### src/rtl/countdown_pkg.sv
// Shared types and defaults for the round-robin countdown arbiter.
// The optional abort input is enabled by defining COUNTDOWN_ABORT_EN.
package countdown_pkg;

    typedef enum logic [1:0] {
        CD_IDLE,
        CD_COUNT,
        CD_DONE
    } cd_state_t;

    localparam int CNT_W_DEFAULT    = 5;
    localparam int DEFAULT_LOAD_VAL = 8;

endpackage

### src/rtl/countdown_core.sv
// Loadable down-counter that saturates at zero. zero_next means the next
// enabled step leaves the counter at zero.
module countdown_core
    import countdown_pkg::*;
#(
    parameter int CNT_W = CNT_W_DEFAULT
) (
    input  logic             clk,
    input  logic             rst,
    input  logic             load,
    input  logic [CNT_W-1:0] load_val,
    input  logic             en,
    output logic [CNT_W-1:0] q,
    output logic             zero_next
);

    logic [CNT_W-1:0] r_q;

    // NOTE: registers use non-blocking assignments so every flop samples pre-edge values.
    always_ff @(posedge clk) begin
        if (rst) begin
            r_q <= '0;
        end else if (load) begin
            r_q <= load_val;
        end else if (en && (r_q != '0)) begin
            r_q <= r_q - CNT_W'(1);
        end
    end

    assign q         = r_q;
    assign zero_next = (r_q <= CNT_W'(1));

endmodule

### src/rtl/countdown_arbiter.sv
// Round-robin owner selection for one shared countdown counter.
// Define COUNTDOWN_ABORT_EN to add an abort input that cancels a countdown.
module countdown_arbiter
    import countdown_pkg::*;
#(
    parameter int NUM_REQ      = 4,
    parameter int CNT_W        = CNT_W_DEFAULT,
    parameter int DEFAULT_LOAD = DEFAULT_LOAD_VAL
) (
    input  logic                     clk,
    input  logic                     rst,
    input  logic [NUM_REQ-1:0]       req,
    input  logic [NUM_REQ*CNT_W-1:0] load_val,
    output logic [NUM_REQ-1:0]       grant,
    output logic                     busy,
    output logic [CNT_W-1:0]         q,
    output logic [NUM_REQ-1:0]       done
`ifdef COUNTDOWN_ABORT_EN
   ,input  logic                     abort
`endif
);

    localparam int IDX_W = $clog2(NUM_REQ);

    if (NUM_REQ < 2) begin : g_bad_num_req
        $error("countdown_arbiter: NUM_REQ must be at least 2");
    end
    if ((DEFAULT_LOAD < 0) || (DEFAULT_LOAD >= (1 << CNT_W))) begin : g_bad_default
        $error("countdown_arbiter: DEFAULT_LOAD does not fit in CNT_W bits");
    end

    // First set request at or after ptr, wrapping; the lowest offset wins.
    function automatic logic [IDX_W-1:0] rr_pick(input logic [NUM_REQ-1:0] r,
                                                 input logic [IDX_W-1:0]   p);
        logic [IDX_W-1:0] pick;
        int               idx;
        pick = p;
        for (int k = NUM_REQ - 1; k >= 0; k--) begin
            idx = (int'(p) + k) % NUM_REQ;
            if (r[idx]) pick = IDX_W'(idx);
        end
        return pick;
    endfunction

    cd_state_t          r_state, w_state_next;
    logic [NUM_REQ-1:0] r_grant, w_grant_next;
    logic [NUM_REQ-1:0] r_done,  w_done_next;
    logic               r_busy;
    logic [IDX_W-1:0]   r_ptr,    w_ptr_next;
    logic [IDX_W-1:0]   r_winner, w_winner_next;
    logic [IDX_W-1:0]   w_pick, w_ptr_adv;
    logic [CNT_W-1:0]   w_sel_val, w_load_q, w_core_val, w_q;
    logic               w_load, w_en, w_zero_next;

    assign w_pick    = rr_pick(req, r_ptr);
    assign w_sel_val = load_val[w_pick*CNT_W +: CNT_W];
    assign w_load_q  = (w_sel_val == '0) ? CNT_W'(DEFAULT_LOAD) : w_sel_val;
    assign w_ptr_adv = (r_winner == IDX_W'(NUM_REQ - 1)) ? '0 : r_winner + IDX_W'(1);

    // NOTE: every output of this block gets a default first, so no latch can be inferred.
    always_comb begin
        w_state_next  = r_state;
        w_grant_next  = r_grant;
        w_done_next   = '0;
        w_ptr_next    = r_ptr;
        w_winner_next = r_winner;
        w_load        = 1'b0;
        w_en          = 1'b0;
        w_core_val    = w_load_q;
        unique case (r_state)
            CD_IDLE: begin
                if (|req) begin
                    w_state_next  = CD_COUNT;
                    w_grant_next  = NUM_REQ'(1) << w_pick;
                    w_winner_next = w_pick;
                    w_load        = 1'b1;
                end
            end
            CD_COUNT: begin
`ifdef COUNTDOWN_ABORT_EN
                if (abort) begin
                    // Cancelled countdowns still hand the pointer on to the next requester.
                    w_state_next = CD_IDLE;
                    w_grant_next = '0;
                    w_ptr_next   = w_ptr_adv;
                    w_load       = 1'b1;
                    w_core_val   = '0;
                end else begin
`else
                begin
`endif
                    w_en = 1'b1;
                    if (w_zero_next) begin
                        w_state_next = CD_DONE;
                        w_done_next  = r_grant;
                    end
                end
            end
            CD_DONE: begin
                w_state_next = CD_IDLE;
                w_grant_next = '0;
                w_ptr_next   = w_ptr_adv;
            end
            default: begin
                w_state_next = CD_IDLE;
                w_grant_next = '0;
            end
        endcase
    end

    always_ff @(posedge clk) begin
        if (rst) begin
            r_state  <= CD_IDLE;
            r_grant  <= '0;
            r_done   <= '0;
            r_busy   <= 1'b0;
            r_ptr    <= '0;
            r_winner <= '0;
        end else begin
            r_state  <= w_state_next;
            r_grant  <= w_grant_next;
            r_done   <= w_done_next;
            r_busy   <= (w_state_next != CD_IDLE);
            r_ptr    <= w_ptr_next;
            r_winner <= w_winner_next;
        end
    end

    countdown_core #(
        .CNT_W(CNT_W)
    ) u_core (
        .clk      (clk),
        .rst      (rst),
        .load     (w_load),
        .load_val (w_core_val),
        .en       (w_en),
        .q        (w_q),
        .zero_next(w_zero_next)
    );

    assign grant = r_grant;
    assign done  = r_done;
    assign busy  = r_busy;
    assign q     = w_q;

endmodule

### config.mk
export PLATFORM = sky130hd
export DESIGN_NAME = countdown_arbiter
export DESIGN_NICKNAME = d
export VERILOG_FILES = /design/src/rtl/countdown_pkg.sv /design/src/rtl/countdown_core.sv /design/src/rtl/countdown_arbiter.sv
export SDC_FILE = /design/constraint.sdc
export NUM_CORES = 1
export LEC_CHECK = 0
export BUFFER_PORTS_ARGS = -buffer_cell sky130_fd_sc_hd__buf_4
export CORE_MARGIN = 5
export CORE_UTILIZATION = 43
export DETAILED_ROUTE_END_ITERATION = 7
export PLACE_DENSITY_LB_ADDON = 0.3
export SETUP_SLACK_MARGIN = 0.1
export SLEW_MARGIN = 20
export SYNTH_ARGS = -nofsm -noshare
export SYNTH_HDL_FRONTEND = slang
export SYNTH_SLANG_ARGS = --single-unit
export TNS_END_PERCENT = 30
### constraint.sdc
create_clock -name clk -period 1.7 [get_ports clk]
set_input_delay 0.17 -clock clk [delete_from_list [all_inputs] [get_ports clk]]
set_output_delay 0.17 -clock clk [all_outputs]
set_load 0.02 [all_outputs]
== Word level (Yosys, flattened, before mapping) ==
Cells that the tools add are included.
Widths: inputs -> output; s select.
Cells by class
  multiply operators: 1
  bitwise operators: 5
  reduce and logical (&&, ||, !) cells: 13
  order comparisons: 5
  equal/unequal tests: 4
  add/subtract/negate cells: 5
  multiplexer cells: 27
  shift-type cells: 2
Operators by type and width (number)
  $shiftx 20x6->5: 1
  $mux 5: 3
  $mux 2: 7
  $lt 3x4->1 const B: 3
  $mux 1: 10
  $bmux 1 s2: 4
  $pmux 4 s2: 1
  $reduce_or 2->1: 3
  $le 5x1->1 const B: 1
  $logic_not 5->1: 1
  $mul 2x3->5 const B: 1
  $reduce_bool 5->1: 1
  $sub 5x1->5 const B: 1
  $add 2x1->2 const B: 2
  $add 2x2->2 const B: 2
  $eq 2x2->1 const B: 2
  $mux 4: 1
  $pmux 2 s2: 1
  $reduce_and 2->1: 2
  $reduce_bool 2->1: 2
  $reduce_or 4->1: 1
  $shl 1x2->4 const A: 1
  $and 1x1->1 const A: 3
  $lt 2x3->1 const B: 1
  6 further kinds: 7
Word-level totals
  output and inout bits: 14
  flip-flop bits (word level): 20
  logic and storage cells: 69
  input bits: 26

== Logic depth before layout (Yosys ltp) ==
  word-level depth: 15
  gate-level depth with buffers: 8
  mapped depth without buffers: 8

== Modules after synthesis ==
A second synthesis with hierarchy kept.
Unflattened totals
  cell total of the unflattened synthesis: 130
  area, all modules: 1127.3 um^2
By module, submodules not included
  countdown_arbiter: instances 1, area each 802.0 um^2, sequential area each 300.3 um^2, cells an instance 89
  countdown_core: instances 1, area each 325.3 um^2, sequential area each 100.1 um^2, cells an instance 41

== Worst setup path before layout ==
Ideal clock, no wire load.
  path type: reg2reg
  from: reg u_core.r_q[0] (netlist: u_core.q[0])
  to: reg u_core.r_q[4] (netlist: u_core.q[4])
  cell stages (with the launch flop): 9
  path buffers: 0
  slack: -0.196 ns
  data required time: 1.571 ns
  data arrival time: 1.767 ns
  cell sequence: dfxtp_1 inv_1 ha_1 a211oi_2 nand2_1 o311a_1 nor2_1 o21a_1 nor2_1
On the way
  cells in the longest elaborated chain, start to end: 3
  elaborated cells on any way between the ends: 6
Ends and longest elaborated chain
  start, declared: line countdown_core.sv:17  | logic [CNT_W-1:0] r_q;
  start signal, assigned: line countdown_core.sv:24  | r_q <= load_val;
  start signal, assigned: line countdown_core.sv:26  | r_q <= r_q - CNT_W'(1);
  $sub 5x1->5 or $reduce_bool 5->1 (tied branches): line countdown_core.sv:26, countdown_core.sv:25
  $mux 5 or $logic_and 1x1->1 (tied branches): line countdown_core.sv:25  | end else if (en && (r_q != '0)) begin
  $mux 5 or $reduce_bool 2->1 (tied branches)
Several ways; a longest one is shown, not always the timed one. The select of a mux whose other input is x is not followed.
A chain may end at the register's enable or synchronous reset.

== Worst setup path in the final report ==
  from: reg r_ptr[1]
  to: reg u_core.r_q[3] (netlist: u_core.q[3])
On the way
  cells in the longest elaborated chain, start to end: 13
  elaborated cells on any way between the ends: 23
Ends and longest elaborated chain
  start, declared: line countdown_arbiter.sv:49  | logic [IDX_W-1:0] r_ptr, w_ptr_next;
  start signal, assigned: line countdown_arbiter.sv:124  | r_ptr <= w_ptr_next;
  $add 2x2->2: line countdown_arbiter.sv:39  | idx = (int'(p) + k) % NUM_REQ;
  $bmux 1 s2: line countdown_arbiter.sv:40  | if (r[idx]) pick = IDX_W'(idx);
  $mux 1 (not written as such) (2 in series): line countdown_arbiter.sv:40
  $mux 2 (3 in series): line countdown_arbiter.sv:40
  $mux 2 *: line countdown_arbiter.sv:40
  $mul 2x3->5 *: line countdown_arbiter.sv:56  | assign w_sel_val = load_val[w_pick*CNT_W +: CNT_W];
  $shiftx 20x6->5 *: line countdown_arbiter.sv:56
  $logic_not 5->1: line countdown_arbiter.sv:57  | assign w_load_q = (w_sel_val == '0) ? CNT_W'(DEFAULT_LOAD) : w_sel_val;
  $mux 5 *: line countdown_arbiter.sv:57
  $mux 5 *: line countdown_core.sv:23  | end else if (load) begin
Mark *: on every way between the ends. The rest lies on a longest branch, timed or not. The select of a mux whose other input is x is not followed.

==> summary.txt <==
Run status
  – Outcome: finished with violations
  – Failing checks: negative setup slack

STA
  – Slew HR: 0.7471
  – Fmax: 0.5697 GHz
  – Worst slew pin tran: between 0.3 and 0.4 ns
  – Worst Skew: approximately 0.003 ns
  – Slew Limit Fails: 0
  – Final hold violations: 0
  – Finish-stage setup viols: 3
  – Worst setup margin: -0.05541 ns
  – Fin Setup TNS: -0.1038 ns
  – Setup repair after global routing missed its margin: yes
  – Period minus WS final: 1.755 ns
  – Period utilization: 1.033

Clock tree
  – CTS buffer count: 3
  – Hold-fix buffers at CTS: 0
  – Worst-skew pair later-pin latency: 0.31 ns
  – Root Buffer: clkbuf_4
  – Clk slew on worst S/H paths: 0.12 ns
  – Max Root-Sink Buffers: 2
  – Clock sinks: 20
  – CTS tree: built
  – H-tree depth: 1

Route
  – Via count: around 1.1k
  – Drt wl/cell: 13.53 µm
  – Drt total wl: 2.909 mm
  – Iteration-0 DRC Markers: 58
  – 1st-pass router iterations: 4
  – Post-route DRC violation count: 0
  – Post-DRT Antenna Nets: 0
  – Drt via density: 5.316

Layout
  – Fillers: approximately 230
  – Share of layout cells above drive strength 1: 0.4270
  – Util after Layout: 0.6500
  – Final instance area: ~1600 µm²
  – Nets@finish: 216
  – Area delta synth->final: 45.42%
  – Most common cell after layout, fill and taps aside: buf_4
  – Antenna diodes: 0
  – Most frequent cells in the layout: buf_4, nand2_1, nor2_1

Floorplanning
  – IO Count: 40
  – Core Footprint: 2477 µm²
  – Die Height: 60.75 µm
  – Initial Util: 0.4470
  – Die area: 3690 µm²
  – Die W: 60.75 µm
  – Row cnt: 18

Setup path
  – Worst path arrival time: 1.98 ns
  – CP max stage delay: ~0.37 ns
  – Worst path cell trace: and3b_1 > nor4_4 > nor2_4 > a21oi_1 > a32o_1 > nand4_1 > a221oi_2
  – Worst setup EP type: flop
  – Startpoint Class: flop
  – Critical path class: reg2reg
  – Slowest stage cell, crit path: dfxtp_2
  – Critical Path Start: r_ptr[1]
  – Worst endpoint required time: 1.92 ns
  – Max FO, Critical Path: 9
  – FF-to-FF Start: r_ptr[1]

Synth
  – Synth area leader: dfxtp_1
  – Yosys top cell area share: 0.3616
  – Number of synthesized register bits: 20
  – Post-synthesis sequential area ratio: 0.3616
  – Synthesized area: 1107 µm²
  – EDFF count, synth: 0
  – Ys async rst share: 0
  – Syn avg cell area: 8.264 µm²
  – Main flop type after synthesis: dfxtp_1
  – Synth Instances: 134
  – Netlist cell types: 36
  – Syn Nets: between 150 and 200
  – Main area contributors after synthesis: dfxtp_1, nand2_1, a21oi_1, nor2_1, ha_1
  – Synth warn: 0

Global route
  – Initial antenna violation count: 0
  – First-pass GRT wire length: 4.726 mm
  – GRT overflow: 0
  – Largest net degree at the start of global routing: 13
  – Vias in the first global route: 1111
  – Total Routing Usage GR: 0.1703

Hold path
  – HP Class: in2reg
  – Hold_sp: rst

Pwr
  – Pwr Total: 0.001574 W
  – P_leak: approximately 0.71 nW
  – Pwr dens: between 900 and 1000 nW/µm²
  – VDD IR max: between 0.0007 and 0.0008 V

Placed design
  – Placed instance area: 1516 µm²
  – DP HPWL: 2.338 mm
  – Buffers on Ports: 39
  – Placer Congestion: about 0.82

Job
  – Max-Cap Viols: 0
-- logic make-up after synthesis --
logic type | synth area share
adder cells (fa/ha/maj) | 0.04520
multiplexers | 0.05537
AO/OA/AOI/OAI | 0.1932
buffers and inverters | 0.03841
XOR/XNOR | 0.02373
AND/OR/NAND/NOR | 0.2825
flip-flops | 0.3616
-- layout make-up --
class                   count  area [µm²]  area share
flip-flops and latches     20       412.9      0.2564
repair buffers             51       380.4      0.2362
multi-input cells         106       711.9      0.4421
inverters                   4       20.02     0.01243
well taps                  30       37.54     0.02331
clock buffers               4       47.55     0.02953
-- worst paths after layout --
path            endpoint  slack [ns]  cells past startpoint
min reg2reg     grant[2]        0.48                      2
max          u_core.q[3]       -0.06                      7
max reg2reg  u_core.q[3]       -0.06                      7
min          u_core.q[1]        0.09                      2
-- state kept, by name, indices dropped and copies added, names as in the netlist --
register  count
r_ptr         2
u_core.q      5
done          4
r_state       2
busy          1
r_winner      2
grant         4
-- repair_timing --
item,4_1_cts,5_1_grt
setup endpoints to repair,6,9
resized for setup,4,3
buffers inserted,3,0
hold endpoints to repair,0,0
pin swaps,2,1
cloned,1,0
-- cells in the mapped netlist, drive strengths merged (3+ instances only) --
library cell,number
a211oi,3
a21oi,14
a32o,4
and2,4
clkbuf,3
dfxtp,20
ha,4
inv,4
mux2i,5
nand2,20
nor2,19
nor2b,4
nor3,5
o21ai,3
-- critical path, delay by kind of cell (launching register included) --
kind | cells | cell delay (ns)
compound gates | 3 | 0.61
simple gates | 4 | 0.70
flops | 1 | 0.37
-- through the flow --
stage,setup WS [ns],hold WS [ns],instances
after floorplan,0.03028,0.4400,134
after global placement,0.004278,0.4126,207
after detailed placement,-0.07207,0.4257,207
after CTS,-0.07022,0.08713,215
after global routing,-0.1699,0.08554,215
final,-0.05541,0.08856,215
-- routing by layer --
metal  track usage  vias up  share of wire
li1              -      571              -
met1        0.1943      531           0.41
met2        0.3115       35           0.52
met3       0.04043        6          0.057
met4       0.05263        0          0.012
met5             0        -              0
-- report_power, final --
part	leakage [nW]	switching, W	internal [W]	total [W]
logic	0.517	0.000332	0.000311	0.000643
clock network	0.0261	0.000154	0.000180	0.000334
registers	0.167	0.0000646	0.000533	0.000597
total	0.710	0.000551	0.00102	0.00157
(Power assumes the default switching activity.)
